--- config.mk ---
export PLATFORM = sky130hd
export DESIGN_NAME = decode_prefix_stream
export DESIGN_NICKNAME = d
export VERILOG_FILES = /design/src/rtl/decode_prefix_stream.sv
export SDC_FILE = /design/constraint.sdc
export NUM_CORES = 1
export LEC_CHECK = 0
export CORE_MARGIN = 8
export CORE_UTILIZATION = 44
export DETAILED_ROUTE_END_ITERATION = 10
export PLACE_DENSITY = 0.82
export SLEW_MARGIN = 20
export SYNTH_ARGS = -nofsm -noshare
export SYNTH_HDL_FRONTEND = slang
export SYNTH_SLANG_ARGS = --single-unit
--- constraint.sdc ---
create_clock -name clk -period 4.03 [get_ports clk]
set_input_delay 0.806 -clock clk [delete_from_list [all_inputs] [get_ports clk]]
set_output_delay 0.806 -clock clk [all_outputs]
set_load 0.005 [all_outputs]
--- src/rtl/decode_prefix_stream.sv ---
// decode_prefix_stream: strips legacy x86 prefix bytes from an instruction
// window one byte per cycle and presents the unprefixed window together with
// the decoded prefix attributes on a valid/ready output.
module decode_prefix_stream #(
    parameter int WINDOW_BYTES = 12,
    parameter int MAX_PREFIXES = 4
) (
    input  logic                                  clk,
    input  logic                                  rst_n,
    input  logic                                  flush,
    input  logic                                  in_valid,
    output logic                                  in_ready,
    input  logic [8*WINDOW_BYTES-1:0]             in_window,
    output logic                                  out_valid,
    input  logic                                  out_ready,
    output logic [8*WINDOW_BYTES-1:0]             out_window,
    output logic                                  out_operand_16bit,
    output logic                                  out_address_16bit,
    output logic [1:0]                            out_rep,
    output logic                                  out_lock,
    output logic [2:0]                            out_seg,
    output logic [$clog2(MAX_PREFIXES+1)-1:0]     out_prefix_count,
    output logic                                  out_error
);

    localparam int WW = 8 * WINDOW_BYTES;
    localparam int CW = $clog2(MAX_PREFIXES + 1);
    localparam logic [CW-1:0] MAX_CNT = CW'(MAX_PREFIXES);

    typedef enum logic [1:0] {
        IDLE = 2'd0,
        SCAN = 2'd1,
        HOLD = 2'd2
    } state_e;

    state_e         state_q, state_d;

    logic [WW-1:0]  win_q, win_d;
    logic           op16_q, op16_d;
    logic           addr16_q, addr16_d;
    logic [1:0]     rep_q, rep_d;
    logic           lock_q, lock_d;
    logic [2:0]     seg_q, seg_d;
    logic [CW-1:0]  cnt_q, cnt_d;
    logic           err_q, err_d;

    logic [7:0]     byte0;
    logic           byte0_is_prefix;
    logic           at_limit;
    logic           accept;
    logic           strip;

    // Classify the lowest window byte as a prefix or not.
    always_comb begin
        byte0 = win_q[7:0];
        case (byte0)
            8'h66, 8'h67, 8'hF0, 8'hF2, 8'hF3,
            8'h26, 8'h2E, 8'h36, 8'h3E, 8'h64, 8'h65: byte0_is_prefix = 1'b1;
            default:                                  byte0_is_prefix = 1'b0;
        endcase
    end

    assign at_limit = (cnt_q == MAX_CNT);
    assign accept   = in_valid & in_ready;
    assign strip    = (state_q == SCAN) & byte0_is_prefix & ~at_limit & ~flush;

    // FSM state register.
    always_ff @(posedge clk or negedge rst_n) begin
        if (!rst_n) begin
            state_q <= IDLE;
        end else begin
            state_q <= state_d;
        end
    end

    // FSM next state; flush overrides every transition.
    always_comb begin
        state_d = state_q;
        if (flush) begin
            state_d = IDLE;
        end else begin
            case (state_q)
                IDLE: if (accept) state_d = SCAN;
                SCAN: if (!(byte0_is_prefix && !at_limit)) state_d = HOLD;
                HOLD: begin
                    if (accept)         state_d = SCAN;
                    else if (out_ready) state_d = IDLE;
                end
                default: state_d = IDLE;
            endcase
        end
    end

    // FSM outputs; in_ready in HOLD follows out_ready combinationally so a
    // retiring record can hand off to the next window without a bubble.
    always_comb begin
        in_ready  = ((state_q == IDLE) | ((state_q == HOLD) & out_ready)) & ~flush;
        out_valid = (state_q == HOLD);
    end

    // Datapath next state: load on accept, strip one prefix per SCAN cycle.
    always_comb begin
        win_d    = win_q;
        op16_d   = op16_q;
        addr16_d = addr16_q;
        rep_d    = rep_q;
        lock_d   = lock_q;
        seg_d    = seg_q;
        cnt_d    = cnt_q;
        err_d    = err_q;
        if (accept) begin
            win_d    = in_window;
            op16_d   = 1'b0;
            addr16_d = 1'b0;
            rep_d    = 2'b00;
            lock_d   = 1'b0;
            seg_d    = 3'd0;
            cnt_d    = '0;
            err_d    = 1'b0;
        end else if (strip) begin
            case (byte0)
                8'h66:   op16_d   = 1'b1;
                8'h67:   addr16_d = 1'b1;
                8'hF0:   lock_d   = 1'b1;
                8'hF3:   rep_d    = 2'b01;
                8'hF2:   rep_d    = 2'b10;
                8'h26:   seg_d    = 3'd1;
                8'h2E:   seg_d    = 3'd2;
                8'h36:   seg_d    = 3'd3;
                8'h3E:   seg_d    = 3'd4;
                8'h64:   seg_d    = 3'd5;
                8'h65:   seg_d    = 3'd6;
                default: ;
            endcase
            win_d = {8'h00, win_q[WW-1:8]};
            cnt_d = cnt_q + CW'(1);
        end else if ((state_q == SCAN) && byte0_is_prefix && at_limit && !flush) begin
            err_d = 1'b1;
        end
    end

    // Datapath registers; these drive the out_* fields directly.
    always_ff @(posedge clk or negedge rst_n) begin
        if (!rst_n) begin
            win_q    <= '0;
            op16_q   <= 1'b0;
            addr16_q <= 1'b0;
            rep_q    <= 2'b00;
            lock_q   <= 1'b0;
            seg_q    <= 3'd0;
            cnt_q    <= '0;
            err_q    <= 1'b0;
        end else begin
            win_q    <= win_d;
            op16_q   <= op16_d;
            addr16_q <= addr16_d;
            rep_q    <= rep_d;
            lock_q   <= lock_d;
            seg_q    <= seg_d;
            cnt_q    <= cnt_d;
            err_q    <= err_d;
        end
    end

    assign out_window        = win_q;
    assign out_operand_16bit = op16_q;
    assign out_address_16bit = addr16_q;
    assign out_rep           = rep_q;
    assign out_lock          = lock_q;
    assign out_seg           = seg_q;
    assign out_prefix_count  = cnt_q;
    assign out_error         = err_q;

endmodule

* Word-level counts from Yosys, hierarchy flattened
Index checks and enable logic that the tools add are counted.
Operators by class: $add $sub $neg 1, equality and inequality tests 18, mux-type cells 29, bitwise logic cells 9, reductions and logical operators 22
Operators with widths (count):
- 2-to-1 mux 96 bit | 2
- == test 8 x 6 -> 1 bit (second input constant) | 4
- == test 8 x 7 -> 1 bit (second input constant) | 4
- == test 8 bit (second input constant) | 3
- case mux 3 bit (6 select lines) | 1
- 2-to-1 mux 2 bit | 7
- 2-to-1 mux 1 bit | 13
- 2-to-1 mux 3 bit | 4
- AND reduction 2 bit | 6
- OR reduction 11 bit | 1
- nonzero test 2 bit | 5
- nonzero test 7 bit | 1
- bitwise AND 1 bit | 6
- inequality test 3 bit (second input constant) | 2
- case mux 2 bit (3 select lines) | 1
- logical AND 1 bit | 4
- inequality test 4 x 2 -> 1 bit (second input constant) | 1
- case mux 2 bit (2 select lines) | 1
- adder 3 x 1 -> 3 bit (second input constant) | 1
- == test 3 bit (second input constant) | 1
- AND reduction 3 bit | 1
- nonzero test 3 bit | 1
- == test 2 x 1 -> 1 bit (second input constant) | 1
- == test 2 bit (second input constant) | 1
- 5 further kinds | 7
Word-level totals: flip-flop bits (word level) 110, input bits 101, output and inout bits 110

* Depth between registers and ports, before layout
Gate-level depths: netlist (run 1).
word-level depth 9, gate-level depth with buffers 8

* Worst setup path before layout (run 1)
No wires, ideal clock.
path kind input-to-reg, start input flush, end register win_q[3] (netlist: out_window[3]), arrival 2.339 ns, required time 3.904 ns, setup slack 1.565 ns, stages on the path 7, path buffers 2, path through or3b_1 > a21oi_2 > o211a_2 > nor3_1 > buf_6 > buf_6 > a221o_1
On the way: word-level cells in the longest chain between the ends 4, elaborated cells on any way between the ends 6
RTL lines:
- from (decl) | line 10 | input logic flush,
- NOT 1 bit * | line 65, 97
- bitwise AND 1 bit | line 97 | in_ready = ((state_q == IDLE) | ((state_q == HOLD) & out_ready)) & ~flush;
- bitwise AND 1 bit | line 64 | assign accept = in_valid & in_ready;
- 2-to-1 mux 96 bit or nonzero test 2 bit (tied branches)
- to (signal assigned) | line 154 | win_q <= win_d;
- to (decl) | line 38 | logic [WW-1:0] win_q, win_d;
Mark *: on every way between the ends. The rest lies on a longest branch, timed or not. A chain may end at the register's enable or synchronous reset.

* Worst setup path in the final report (run 1)
start input out_ready, end output in_ready
On the way: word-level cells in the longest chain between the ends 3
RTL lines:
- from (decl) | line 15 | input logic out_ready,
- bitwise AND 1 bit | line 97
- OR 1 bit | line 97
- bitwise AND 1 bit | line 97
- to (decl) | line 12 | output logic in_ready,
No other way between the ends.

==> results of run 1 <==
[worst max-delay path: stages]
cell	delay, ns
clkdlybuf4s50_1	0.45
nand2b_1	0.13
and2_1	0.15
clkdlybuf4s50_1	0.51
[cells by family (layout without fill, tap and decap cells)]
| logic type | Yosys count | in the layout |
|---|---|---|
| compound gates | 126 | 126 |
| xor+xnor | 1 | 1 |
| fa+ha+maj | 2 | 2 |
| buf+inv | 38 | 234 |
| flops | 110 | 110 |
| mux | 2 | 2 |
| simple gates | 154 | 154 |
[cell type report]
cell class | instances | area (um^2) | share of cell area
timing repair buffer | 216 | 2170 | 0.288
inverter | 3 | 11.3 | 0.00150
multi-input combinational | 285 | 2110 | 0.280
tap | 143 | 179 | 0.0238
sequential | 110 | 2750 | 0.366
clock inverter | 3 | 43.8 | 0.00582
clock buffer | 12 | 256 | 0.0341
[per-layer routing]
layer	vias up	GRT usage	wire, um
li1	2033	-	-
met1	2172	0.256	6430
met2	198	0.326	7610
met3	30	0.0671	1460
met4	0	0.0865	453
met5	-	0	0
[final timing paths]
| kind | start | to | depth (start not counted) |
|---|---|---|---|
| max | out_ready | in_ready | 4 |
| min reg2reg | out_seg[2] | out_seg[2] | 2 |
| min | out_seg[2] | out_seg[2] | 2 |
| max in group asynchronous | rst_n | out_window[15] | 2 |
| min in group asynchronous | rst_n | out_seg[2] | 1 |
| max reg2reg | out_window[0] | out_window[4] | 6 |
[sequential cells by signal (all words and copies together) (netlist names)]
name	count
out_rep	2
state_q	2
out_seg	3
out_window	96
out_address_16bit	1
out_operand_16bit	1
out_error	1
out_lock	1
out_prefix_count	3
[power groups by stage]
stage               clock network (mW)  logic, mW  registers (mW)
finish                           0.893      0.838            1.49
CTS                              0.911      0.852            1.49
floorplan                            0      0.299            1.45
global placement                     0      0.828            1.50
global route                     0.953      0.901            1.51
detailed placement                   0      0.848            1.50
[metrics by stage]
stage	utilization	std cells	hold slack, ns	setup WS (ns)	power (mW)
after floorplan	-	433	0.473	1.56	1.75
after global placement	0.635	757	0.467	0.948	2.33
after detailed placement	0.635	757	0.476	0.869	2.35
after CTS	0.662	772	0.492	1.18	3.25
after global routing	0.662	772	0.511	1.09	3.37
final	0.662	772	0.488	1.17	3.22
[Yosys cell counts (all sizes together), types with 3 or more instances]
cell    number
a211oi       3
a221o       81
a31oi        3
and2        82
buf         22
clkbuf      13
dfrtp      110
inv          3
nand2       34
nand2b       5
nand4        7
nor2         8
nor3         6
o211ai       8
o21ai       14
o31ai        3
or3b         3
==> reports/results.tsv, run 1 <==
metric	value	unit
outcome	finished clean	
r2r_slack	1.50	ns
synth_xor_area_frac	0.00172	
clockRootBuffer	clkbuf_16	
power_switching	0.866	mW
arrival	2.05	ns
row_count	39	
fin_nets	728	
placed_area	7220	um^2
clk_pin_slew_worst_paths	0.07	ns
hold_viol_final	0	
finalWirelength	16000	um
start_util	0.448	
p_int	2.36	mW
drive_gt1_frac	0.0604	
via_per_inst	5.74	
io-pin-count	211	
yosys_warnings	0	
antennaDiodeCount	0	
drt_iter0_drc	462	
grt_pass1_wl	24600	um
cts_max_level	3	
relSlewSlack	0.471	
async_reset_ff_frac	1.00	
port_buffers	210	
cts_sinks	110	
antenna_found_initial	0	
clk_path_buf_depth	2	
synth.area.top_cells	dfrtp_1 54%, a221o_1 16%, and2_1 10%	
tightest_slew	0.789	ns
final_cell_area	7520	um^2
syn_nets	536	
synth_seq_cells	110	
cts_setup_buffers	0	
die_w	124	um
drc	0	
routedWlPerCell	20.7	um
final_common_cell	clkdlybuf4s50_1	
synth_area_per_cell	11.8	um^2
final_cell_mix	209 x clkdlybuf4s50_1, 110 x dfrtp_1, 82 x and2_1	
synth_top_family_by_area	compound AO/OA/AOI/OAI gates	
synthAdderAreaFrac	0.00492	
fillerInstances	882	
drv_cap	0	
dp_hpwl	11600	um
synth_top_cell_area_share	0.541	
setup-violations-final	0	
firstDrtPassIters	5	
place_congestion	0.821	
p_per_area	428	nW/um^2
synth_largest_area_cell	dfrtp_1	
die_y	124	um
tritoncts	yes	
postSynthCellCount	433	
setup_tns	0	ns
p_sw_frac	0.269	
cts-hold-fix-buffers	0	
grt_use_total	0.207	
dieArea	15300	um^2
skew	0.00860	ns
grt_pass1_vias	4602	
min_period	2.86	ns
rsz0062_at_grt	no	
coreArea	11400	um^2
grt_overflow	0	
min_path_type	reg2reg	
pwr-share-comb	0.260	
p_clk_frac	0.277	
worstSetupStartpointType	input port	
muxShareOfSynthArea	0.00418	
ys_types	48	
num_vias	4433	
drv_slew	0	
seqPwrFrac	0.463	
cts_made_buffers	9	
insertion_delay	0.34	ns
critPathKind	in2out	
syn2layout_area_growth	47.8	%
ctsResizeCount	0	
cp-end-kind	primary output	
syn_area	5090	um^2
synthFlopType	dfrtp_1	
ant_nets	0	
ir_drop	0.218	mV
synth_edf_count	0	
synth_compound_area_frac	0.225	
crit_required	3.22	ns
fin_crit_sh	0.709	
synthSimpleGateAreaFrac	0.176	
fmax	350	MHz
leakage	3.13	nW
grt_max_degree	101	
synth_seq_area_share	0.541	
cp_max_fo	3	
No activity file was read; power rests on OpenSTA's default activity.
==> run 2: changes to the inputs <==
Settings changed: CORE_UTILIZATION 44 to 39, PLACE_DENSITY 0.82 to 0.77.
Clock period 4.03 ns to 2.5 ns, I/O delays scaled along.
==> reports/results.tsv, run 2 (same netlist as run 1, synthesis figures left out) <==
metric	value	unit	change
crit_chain	clkdlybuf4s50_1, buf_4, nor2_1, and2_1, clkdlybuf4s50_1		
port_buffers	210		unchanged
io-pin-count	211		unchanged
pwr-share-comb	0.269		+0.009
dieArea	17000	um^2	+11%
ant_nets	0		unchanged
final_cell_mix	209 x clkdlybuf4s50_1, 110 x dfrtp_1, 82 x and2_1		
grt_use_total	0.193		-0.0140
hold_viol_final	0		unchanged
min_period	2.31	ns	
grt_overflow	0		unchanged
cp_max_fo	2		-1
fin_util	0.609		-0.0526
antenna_found_initial	0		unchanged
critPathLaunch	flush		
cp_slowest_stage_delay	0.51	ns	about the same
critical_path.endpoint	in_ready		
crit_required	2.00	ns	-1.22 ns
cpMostUsedCell	clkdlybuf4s50_1		
clockRootBuffer	clkbuf_16		
tritoncts	yes		
reg2reg_from	out_window[5]		
start_util	0.402		-0.0460
crit_path_top_delay_cell	clkdlybuf4s50_1		
p_per_area	676	nW/um^2	+58%
ctsResizeCount	0		unchanged
clk_path_buf_depth	2		unchanged
setup_ws	0.192	ns	-0.983 ns
final_common_cell	clkdlybuf4s50_1		
ff2ff_path_depth	6		unchanged
ir_drop	0.330	mV	+51%
critPathTopFamily	buffers and inverters		
r2r_end	out_window[85]		
grt_max_degree	68		-33%
via_per_inst	5.52		-3.8%
antennaDiodeCount	0		unchanged
dp_slack	-0.0247	ns	-0.894 ns
finalWirelength	16500	um	+3.6%
cts_sinks	110		unchanged
fmax	433	MHz	
grt_pass1_wl	25600	um	+3.9%
fin_total_pwr	5.22	mW	+62%
cts_max_level	3		unchanged
cp.buffers_inverters	3		+1
power_switching	1.44	mW	+66%
drv_slew	0		unchanged
p_sw_frac	0.276		+0.00688
outcome	finished clean		
cts-hold-fix-buffers	0		unchanged
drive_gt1_frac	0.0839		+0.0234
placed_area	7420	um^2	+2.8%
die_y	130	um	+5.4%
p_clk_frac	0.273		-0.004
crit_cells	5		+1
arrival	1.81	ns	-0.24 ns
cts_made_buffers	9		unchanged
fin_nets	743		+2.1%
cp-end-kind	primary output		
rsz0062_at_grt	no		
relSlewSlack	0.537		+0.0667
p_int	3.78	mW	+60%
min_path_type	in2async		
routedWlPerCell	20.3	um	-2.0%
tightest_slew	0.692	ns	-0.0979 ns
final_cell_area	7720	um^2	+2.6%
place_congestion	0.834		+1.7%
insertion_delay	0.34	ns	about the same
drt_iter0_drc	354		-23%
worstSetupStartpointType	input port		
r2r_slack	0.19	ns	-1.31 ns
skew	0.00853	ns	-0.0000661 ns
fin_crit_sh	0.923		
coreArea	12700	um^2	+11%
syn2layout_area_growth	51.6	%	
grt_pass1_vias	4615		+0.28%
largest_reg_flops	96		unchanged
leakage	3.22	nW	+2.9%
die_w	130	um	+5.4%
clk_pin_slew_worst_paths	0.07	ns	about the same
setup-violations-final	0		unchanged
critPathKind	in2out		
drc	0		unchanged
cts_setup_buffers	0		unchanged
seqPwrFrac	0.457		-0.006
dp_hpwl	12400	um	+7.3%
firstDrtPassIters	4		-1
drv_cap	0		unchanged
num_vias	4506		+1.6%
row_count	41		+5.1%
[run 2: cell type report]
type                       instances  area, um^2
inverter                           3        11.3
tap                              172         215
clock inverter                     6        70.1
multi-input combinational        285        2110
timing repair buffer             231        2330
fill                            1057        4950
sequential                       110        2750
clock buffer                       9         225
[run 2: through the flow]
stage / std cells / setup TNS [ns] / hold slack [ns]
after floorplan: 433 / 0 / 0.204
after global placement: 801 / 0 / 0.471
after detailed placement: 801 / -0.406 / 0.479
after CTS: 816 / 0 / 0.137
after global routing: 816 / 0 / 0.167
final: 816 / 0 / 0.131
[run 2: layer usage]
metal  track usage  share of wire  up-vias
met5             0              0        -
met4        0.0594          0.014        0
met1         0.238           0.41     2240
met3        0.0567          0.088       17
li1              -              -     2059
met2         0.318           0.49      190
[run 2: power by group through the flow]
stage	Clock (mW)	Combinational (mW)	Sequential, mW
2_1_floorplan	0	0.482	2.34
3_3_place_gp	0	1.39	2.41
3_5_place_dp	0	1.42	2.42
4_1_cts	1.46	1.42	2.39
5_1_grt	1.53	1.51	2.43
6_report	1.43	1.40	2.39
[run 2: worst reg2reg max path, delay by kind of cell, from the launching register on]
kind            cells  cell delay (ns)
flops               1             0.47
compound gates      3             0.75
simple gates        2             0.80
buf+inv             1             0.15
[run 2: worst min path at each step]
stage	to	cells after the start	startpoint	slack (ns)
after detailed placement	out_error	1	out_error	0.48
final	out_window[0]	1	rst_n	0.13
after global placement	out_seg[2]	2	out_seg[2]	0.47
after CTS	out_window[0]	1	rst_n	0.14
after global routing	out_window[0]	1	rst_n	0.17
after floorplan	out_address_16bit	0	rst_n	0.20
==> run 3: changes to the inputs <==
Settings changed: CELL_PAD_IN_SITES_DETAIL_PLACEMENT from default to 2, CELL_PAD_IN_SITES_GLOBAL_PLACEMENT from default to 2, CORE_UTILIZATION 39 to 24, GPL_TIMING_DRIVEN from default to 0.
==> reports/results.tsv, run 3 (same netlist as run 1, synthesis figures left out) <==
metric	value	unit	change
outcome	finished clean		
grt_max_degree	58		-15%
syn2layout_area_growth	57.3	%	
fillerInstances	2213		+110%
fmax	413	MHz	-4.7%
cp-end-kind	register		
setup_ws	0.0792	ns	-0.113 ns
clk_pin_slew_worst_paths	0.08	ns	about the same
hold_viol_final	0		unchanged
final_common_cell	clkdlybuf4s50_1		
busiest_layer	met2		
tightest_slew	0.696	ns	+0.00449 ns
min_period	2.42	ns	+0.113 ns
io-pin-count	211		unchanged
critPathKind	in2reg		
num_vias	4747		+5.3%
fin_crit_sh	0.968		+0.0450
grt_util_met2	0.271		-0.0474
leakage	3.31	nW	+2.9%
firstDrtPassIters	4		unchanged
grt_pass1_wl	33100	um	+30%
cp_max_fo	10		+8
finalWirelength	21500	um	+30%
insertion_delay	0.35	ns	about the same
start_util	0.243		-0.159
cts_made_buffers	9		unchanged
tritoncts	yes		
arrival	2.65	ns	+0.84 ns
routedWlPerCell	22.8	um	+13%
skew	0.00840	ns	-0.000127 ns
final_cell_mix	209 x clkdlybuf4s50_1, 110 x dfrtp_1, 82 x and2_1		
dp_slack	-0.706	ns	-0.681 ns
crit_required	2.73	ns	+0.73 ns
largest_reg_flops	96		unchanged
coreArea	21000	um^2	+65%
cts_sinks	110		unchanged
drv_cap	0		unchanged
grt_use_total	0.162		-0.0306
final_cell_area	8010	um^2	+3.8%
antenna_found_initial	1		+1
cts_max_level	3		unchanged
clk_path_buf_depth	2		unchanged
cts-hold-fix-buffers	0		unchanged
p_per_area	679	nW/um^2	+0.44%
grtUsageMet3	0.0440		-0.0127
die_w	162	um	+24%
clockRootBuffer	clkbuf_16		
die_y	162	um	+24%
via_per_inst	5.04		-8.7%
port_buffers	210		unchanged
row_count	53		+29%
relSlewSlack	0.534		-0.00300
drive_gt1_frac	0.101		+0.0167
drt_iter0_drc	172		-51%
dieArea	26100	um^2	+54%
grt_pass1_vias	5398		+17%
drc	0		unchanged
placed_area	7570	um^2	+2.0%
place_congestion	0.796		-4.6%
fin_nets	764		+2.8%
dp_hpwl	16800	um	+35%
use_met1	0.195		-0.0427
ant_nets	0		unchanged
drv_slew	0		unchanged
grt_overflow	0		unchanged
setup-violations-final	0		unchanged
min_path_type	in2async		
worstSetupStartpointType	input port		
ir_drop	0.263	mV	-20%
run 3: cell types whose count changed in the layout (fill, tap and decap cells not counted), sizes merged:
cell      delta
clkbuf      +14
diode        +1
buf          +9
clkinv       -2
clkinvlp     +1
run 3: power by group:
| part | internal (mW) | leakage, nW | switching, mW |
|---|---|---|---|
| Combinational | 0.937 | 1.78 | 0.545 |
| Clock | 0.843 | 0.153 | 0.696 |
| Sequential | 2.07 | 1.38 | 0.348 |
| Total | 3.85 | 3.31 | 1.59 |
run 3: per-layer routing:
layer,up-vias,part of all wire
li1,2103,-
met3,35,0.065
met4,0,0.031
met5,-,0
met1,2446,0.41
met2,163,0.49
run 3: critical path, stage by stage:
cell	delay (ns)
clkdlybuf4s50_1	0.44
or3b_1	0.46
a21oi_4	0.28
o31a_2	0.25
nor3_2	0.07
buf_6	0.16
buf_6	0.16
a221o_1	0.30
run 3: per-stage QoR:
stage / power, mW / instances / utilization / TNS, ns / hold WS (ns)
floorplan: 2.82 / 433 / - / 0 / 0.204
global placement: 3.86 / 918 / 0.360 / -416.65 / 0.479
detailed placement: 3.92 / 919 / 0.361 / -40.50 / 0.490
CTS: 5.49 / 935 / 0.377 / 0 / 0.114
global route: 5.70 / 942 / 0.382 / -0.148 / 0.120
finish: 5.44 / 942 / 0.382 / 0 / 0.0942
run 3: final cells by class:
type,instances,area (um^2),area share
Antenna cell,1,2.50,0.000312
Timing Repair Buffer,218,2180,0.273
Sequential cell,110,2750,0.344
Tap cell,275,344,0.0430
Clock buffer,11,253,0.0316
Multi-Input combinational cell,285,2170,0.271
Clock inverter,5,63.8,0.00797
Inverter,3,11.3,0.00141
Buffer,34,230,0.0287
run 3: final timing paths:
kind	end	depth (start not counted)	from	slack, ns
hold / removal	out_address_16bit	1	rst_n	0.09
setup / recovery	out_window[2]	8	flush	0.08
max in group asynchronous	out_window[43]	2	rst_n	1.74
setup reg to reg	out_window[2]	7	out_window[7]	0.12
hold reg to reg	out_seg[1]	2	out_seg[1]	0.49
min in group clk	out_seg[1]	2	out_seg[1]	0.49
run 3: timing repair:
item / CTS / global route
pin swaps: 1 / 4
buffers inserted: 1 / 6
setup endpoints to repair: 81 / 86
gates resized for setup: 5 / 8
==> edit 1, RTL diff (flow settings as in run 3) <==
Encoding of `state_e`: now one-hot (3 bits for 3 states).
--- a/src/rtl/decode_prefix_stream.sv
+++ b/src/rtl/decode_prefix_stream.sv
@@ -29,6 +29,6 @@
 
-    typedef enum logic [1:0] {
-        IDLE = 2'd0,
-        SCAN = 2'd1,
-        HOLD = 2'd2
+    typedef enum logic [2:0] {
+        IDLE = 3'b001,
+        SCAN = 3'b010,
+        HOLD = 3'b100
     } state_e;
Formal check against the unedited RTL: same outputs for any inputs over 4 cycles, from zero or initial values and one cycle with rst_n low; so few cycles prove little.
==> edit 1 against run 3 <==
  * Clock power fell by 4%
  * Die area grew 28%
  * Sequential cell count rose by 1
  * Synthesized cell count up 50%
  * Worst setup slack worse by 0.0023 ns
  * Synthesized area rose by 32%
  * Total power grew 9.6%
  * Wire length grew 39%
  * Maximum frequency about the same
  * Final cell count increased by 33%
  * Final area grew 20%
  * Largest power group unchanged
  * Highest routed layer is now met5
==> edit 1: results (changes against run 3) <==
| Metric | Value |
|---|---|
| DR vias | `6384 (was 4747)` |
| Worst rel slew slack | `54.7% (was 53.4%)` |
| Final net count | `974 (was 764)` |
| Share of cells above drive strength 1 | `16.6% (was 10.1%)` |
| Adder-cell area share of the yosys netlist | `0.373% (was 0.492%)` |
| Reg-to-Reg End | `out_prefix_count[0] (was out_window[2])` |
| CP delay by family, top | `buffers and inverters (was compound AO/OA/AOI/OAI gates)` |
| Cell Area, Placed | `0.00931 mm^2 (was 0.00757 mm^2)` |
| Worst Skew | `0.00629 ns (was 0.00840 ns)` |
| First-pass GRT wire length | `46400 um (was 33100 um)` |
| Syn Nets | `752 (was 536)` |
| Compound-gate portion of the synthesized area | `35.8% (was 22.5%)` |
| Critical path fanouts, max | `3 (was 10)` |
| Lkg Pwr | `3.71 nW (was 3.31 nW)` |
| Period minus WS final | `2.42 ns (about the same)` |
| Final HPWL DP | `22800 um (was 16800 um)` |
| Worst endpoint data arrival time | `1.92 ns (was 2.65 ns)` |
| Distinct cell type count after synthesis | `52 (was 48)` |
| Initial drt markers | `398 (was 172)` |
| Fraction of synthesized area in multiplexers | `0.467% (was 0.418%)` |
| Gate Count Post-Synth | `649 (was 433)` |
| Post-Place Cells | `1238 (was 919)` |
| Post-Place Setup Slack | `-0.780 ns (was -0.706 ns)` |
| Number of global-route vias before repair | `7275 (was 5398)` |
| Status | `complete, no violations (unchanged)` |
| Slowest CP cell | `clkdlybuf4s50_1 (was or3b_1)` |
| RePlAce Congestion | `0.768 (was 0.796)` |
| VDD IR max | `282 uV (was 263 uV)` |
| Delay of the slowest critical-path stage | `0.53 ns (was 0.46 ns)` |
-- edit 1: final cells by class --
| cell class | instances | area [um^2] |
|---|---|---|
| buffer | 77 | 512 |
| clock inverter | 6 | 43.8 |
| sequential | 111 | 2780 |
| timing repair buffer | 211 | 2130 |
| clock buffer | 10 | 239 |
| inverter | 85 | 319 |
| fill | 3013 | 18000 |
| tap | 378 | 473 |
| antenna | 1 | 2.50 |
| multi-input combinational | 376 | 3150 |
-- edit 1: stage by stage --
stage / power, mW / util, %
after global placement: 4.46 / 33.6
after CTS: 6.04 / 34.8
after detailed placement: 4.53 / 33.7
after global routing: 6.26 / 34.9
after floorplan: 3.22 / -
final: 5.96 / 34.9
-- edit 1: report_power, final --
group	switching [mW]	internal, mW
Clock	0.766	0.713
Combinational	0.789	1.16
Sequential	0.393	2.13
-- edit 1: what timing repair did --
action | in CTS | in global routing
setup endpoints to repair | 86 | 74
buffers inserted | 0 | 0
gates resized for setup | 15 | 12
-- edit 1: worst max path at each step --
| stage | from | end | depth (start not counted) |
|---|---|---|---|
| 3_5_place_dp | out_ready | out_window[77] | 8 |
| 6_report | out_ready | in_ready | 4 |
| 2_1_floorplan | out_window[2] | out_prefix_count[1] | 6 |
| 4_1_cts | out_window[3] | out_window[78] | 6 |
| 3_3_place_gp | rst_n | out_window[45] | 1 |
| 5_1_grt | out_window[3] | out_window[78] | 6 |
-- edit 1: per-layer routing --
| metal | vias up | global-route usage (%) | share of wire, % |
|---|---|---|---|
| met5 | - | 0 | 0.027 |
| met4 | 2 | 5.30 | 1.8 |
| met3 | 33 | 3.76 | 5.0 |
| met2 | 176 | 29.5 | 48 |
| met1 | 3269 | 23.2 | 45 |
| li1 | 2904 | - | - |
-- edit 1: kinds of logic (layout without fill, tap and decap cells) --
family          Yosys count  after routing
compound gates          222            222
xor+xnor                  1              1
fa+ha+maj                 2              2
buf+inv                 162            389
flops                   111            111
mux                       3              3
other cells               0              1
simple gates            148            148
==> edit 2, RTL diff (settings of run 3) <==
Without the edit above. `MAX_PREFIXES`: 4 -> 16.
--- a/src/rtl/decode_prefix_stream.sv
+++ b/src/rtl/decode_prefix_stream.sv
@@ -5,3 +5,3 @@
     parameter int WINDOW_BYTES = 12,
-    parameter int MAX_PREFIXES = 4
+    parameter int MAX_PREFIXES = 16
 ) (
Interface: changed (resized out_prefix_count); port bits go from 211 to 213. The function was not compared with the original's and may differ.
==> edit 2 against run 3 <==
  * Worst setup slack improved by 0.0074 ns
  * Sequential cell count is 2 higher
  * Synthesized area grew 15%
  * Clock skew down 0.00050 ns
  * Wire length is 30% higher
  * Total power down 2.6%
  * Die area grew 13%
  * Register-to-register slack got worse by 0.03 ns
  * Final area is 9.8% higher
  * Critical path type is now reg2reg
  * Largest power group unchanged
==> edit 2: results (changes against run 3) <==
| Metric | Value |
|---|---|
| DR vias | `6270 (was 4747)` |
| Buffers on Ports | `212 (was 210)` |
| Initial drt markers | `414 (was 172)` |
| Antenna diodes | `0 (was 1)` |
| RePlAce Congestion | `0.826 (was 0.796)` |
| GR Util met2 | `31.0% (was 27.1%)` |
| CP delay by family, top | `simple AND/OR/NAND/NOR gates (was compound AO/OA/AOI/OAI gates)` |
| Wirelength per Cell | `23.4 um (was 22.8 um)` |
| GRT Resource Usage Total | `18.7% (was 16.2%)` |
| Share of cells above drive strength 1 | `7.54% (was 10.1%)` |
| Gate Count Post-Synth | `643 (was 433)` |
| Synth cell count leaders | `204 x nand2_1, 112 x dfrtp_1, 91 x o311ai_0 (was 110 x dfrtp_1, 82 x and2_1, 81 x a221o_1)` |
| Top layer in use | `met5 (was met4)` |
| Worst Skew | `0.00790 ns (was 0.00840 ns)` |
| Final HPWL DP | `21300 um (was 16800 um)` |
| Worst endpoint data arrival time | `2.62 ns (was 2.65 ns)` |
| # fillers | `2691 (was 2213)` |
| Reg2reg start | `out_window[3] (was out_window[7])` |
| Non-filler instance count after layout | `1199 (was 942)` |
| Largest net degree at the start of global routing | `59 (was 58)` |
| Number of global-route vias before repair | `6983 (was 5398)` |
| Register area share after synthesis | `48.0% (was 54.1%)` |
| GR Util met3 | `4.54% (was 4.40%)` |
| Slowest CP cell | `or4_4 (was or3b_1)` |
| First-pass GRT wire length | `42600 um (was 33100 um)` |
| Met2 Wirelength | `13200 um (was 10500 um)` |
| Reg-to-Reg End | `out_window[8] (was out_window[2])` |
| Antenna violations before repair | `2 (was 1)` |
| Area Growth Syn to Fin | `50.5% (was 57.3%)` |
| Final net count | `975 (was 764)` |
| Delay of the slowest critical-path stage | `0.60 ns (was 0.46 ns)` |
| Distinct cell type count after synthesis | `39 (was 48)` |
| Syn Nets | `746 (was 536)` |
| Lkg Pwr | `3.32 nW (was 3.31 nW)` |
| VDD IR max | `270 uV (was 263 uV)` |
| R2R cell count | `6 (was 7)` |
| Worst slew pin tran | `0.706 ns (was 0.696 ns)` |
| Final hold slack | `0.0624 ns (was 0.0942 ns)` |
| Metal-1 WL | `12500 um (was 8880 um)` |
| Post-Place Setup Slack | `-1.09 ns (was -0.706 ns)` |
| Met3 Wirelength | `1920 um (was 1390 um)` |
| Synth area leaders | `dfrtp_1 48%, o311ai_0 14%, nand2_1 13% (was dfrtp_1 54%, a221o_1 16%, and2_1 10%)` |
| Status | `complete, no violations (unchanged)` |
| Cell Area, Placed | `0.00842 mm^2 (was 0.00757 mm^2)` |
| FF-to-FF setup slack | `0.09 ns (was 0.12 ns)` |
-- edit 2: cell types whose count changed after synthesis, moves of 51 or more --
cell / before / now
and2_1: 82 / 1
o311ai_0: 0 / 91
nand2_1: 34 / 204
clkbuf_1: 13 / 64
a221o_1: 81 / 0
o211ai_1: 7 / 88
-- edit 2: how the worst max path moves through the flow --
stage | end | slack [ns] | cells past startpoint | startpoint
3_5_place_dp | out_window[8] | -1.09 | 7 | flush
2_1_floorplan | out_window[16] | 0.45 | 6 | out_window[3]
4_1_cts | out_window[20] | 0.004 | 6 | out_window[3]
5_1_grt | out_window[10] | -0.02 | 6 | out_window[2]
3_3_place_gp | out_address_16bit | -4.04 | 1 | rst_n
6_report | out_window[8] | 0.09 | 6 | out_window[3]
-- edit 2: power breakdown --
part           leakage [nW]  internal (mW)  switching [mW]
Combinational          1.79          0.846           0.615
Clock                 0.121          0.670           0.717
Sequential             1.41           2.10           0.342
Total                  3.32           3.62            1.67
-- edit 2: logic make-up (layout without fill, tap and decap cells) --
group	after synthesis	in the layout	synth area share [%]
fa+ha+maj	2	2	0.428
compound gates	208	208	28.6
mux	4	4	0.685
xor+xnor	1	1	0.150
flops	112	112	48.0
simple gates	235	235	16.6
buf+inv	81	313	5.55
-- edit 2: area by class of cell --
class / instances / area share (%)
multi-input combinational: 450 / 31.4
inverter: 5 / 0.213
clock inverter: 3 / 0.242
sequential: 112 / 31.9
tap: 324 / 4.61
timing repair buffer: 221 / 25.3
buffer: 73 / 3.73
clock buffer: 11 / 2.65
-- edit 2: repair_timing --
item | 4_1_cts | 5_1_grt
pin swaps | 4 | 1
setup endpoints to repair | 109 | 98
gates cloned | 0 | 0
buffers inserted | 6 | 2
resized for setup | 12 | 40
hold buffers | 0 | 0
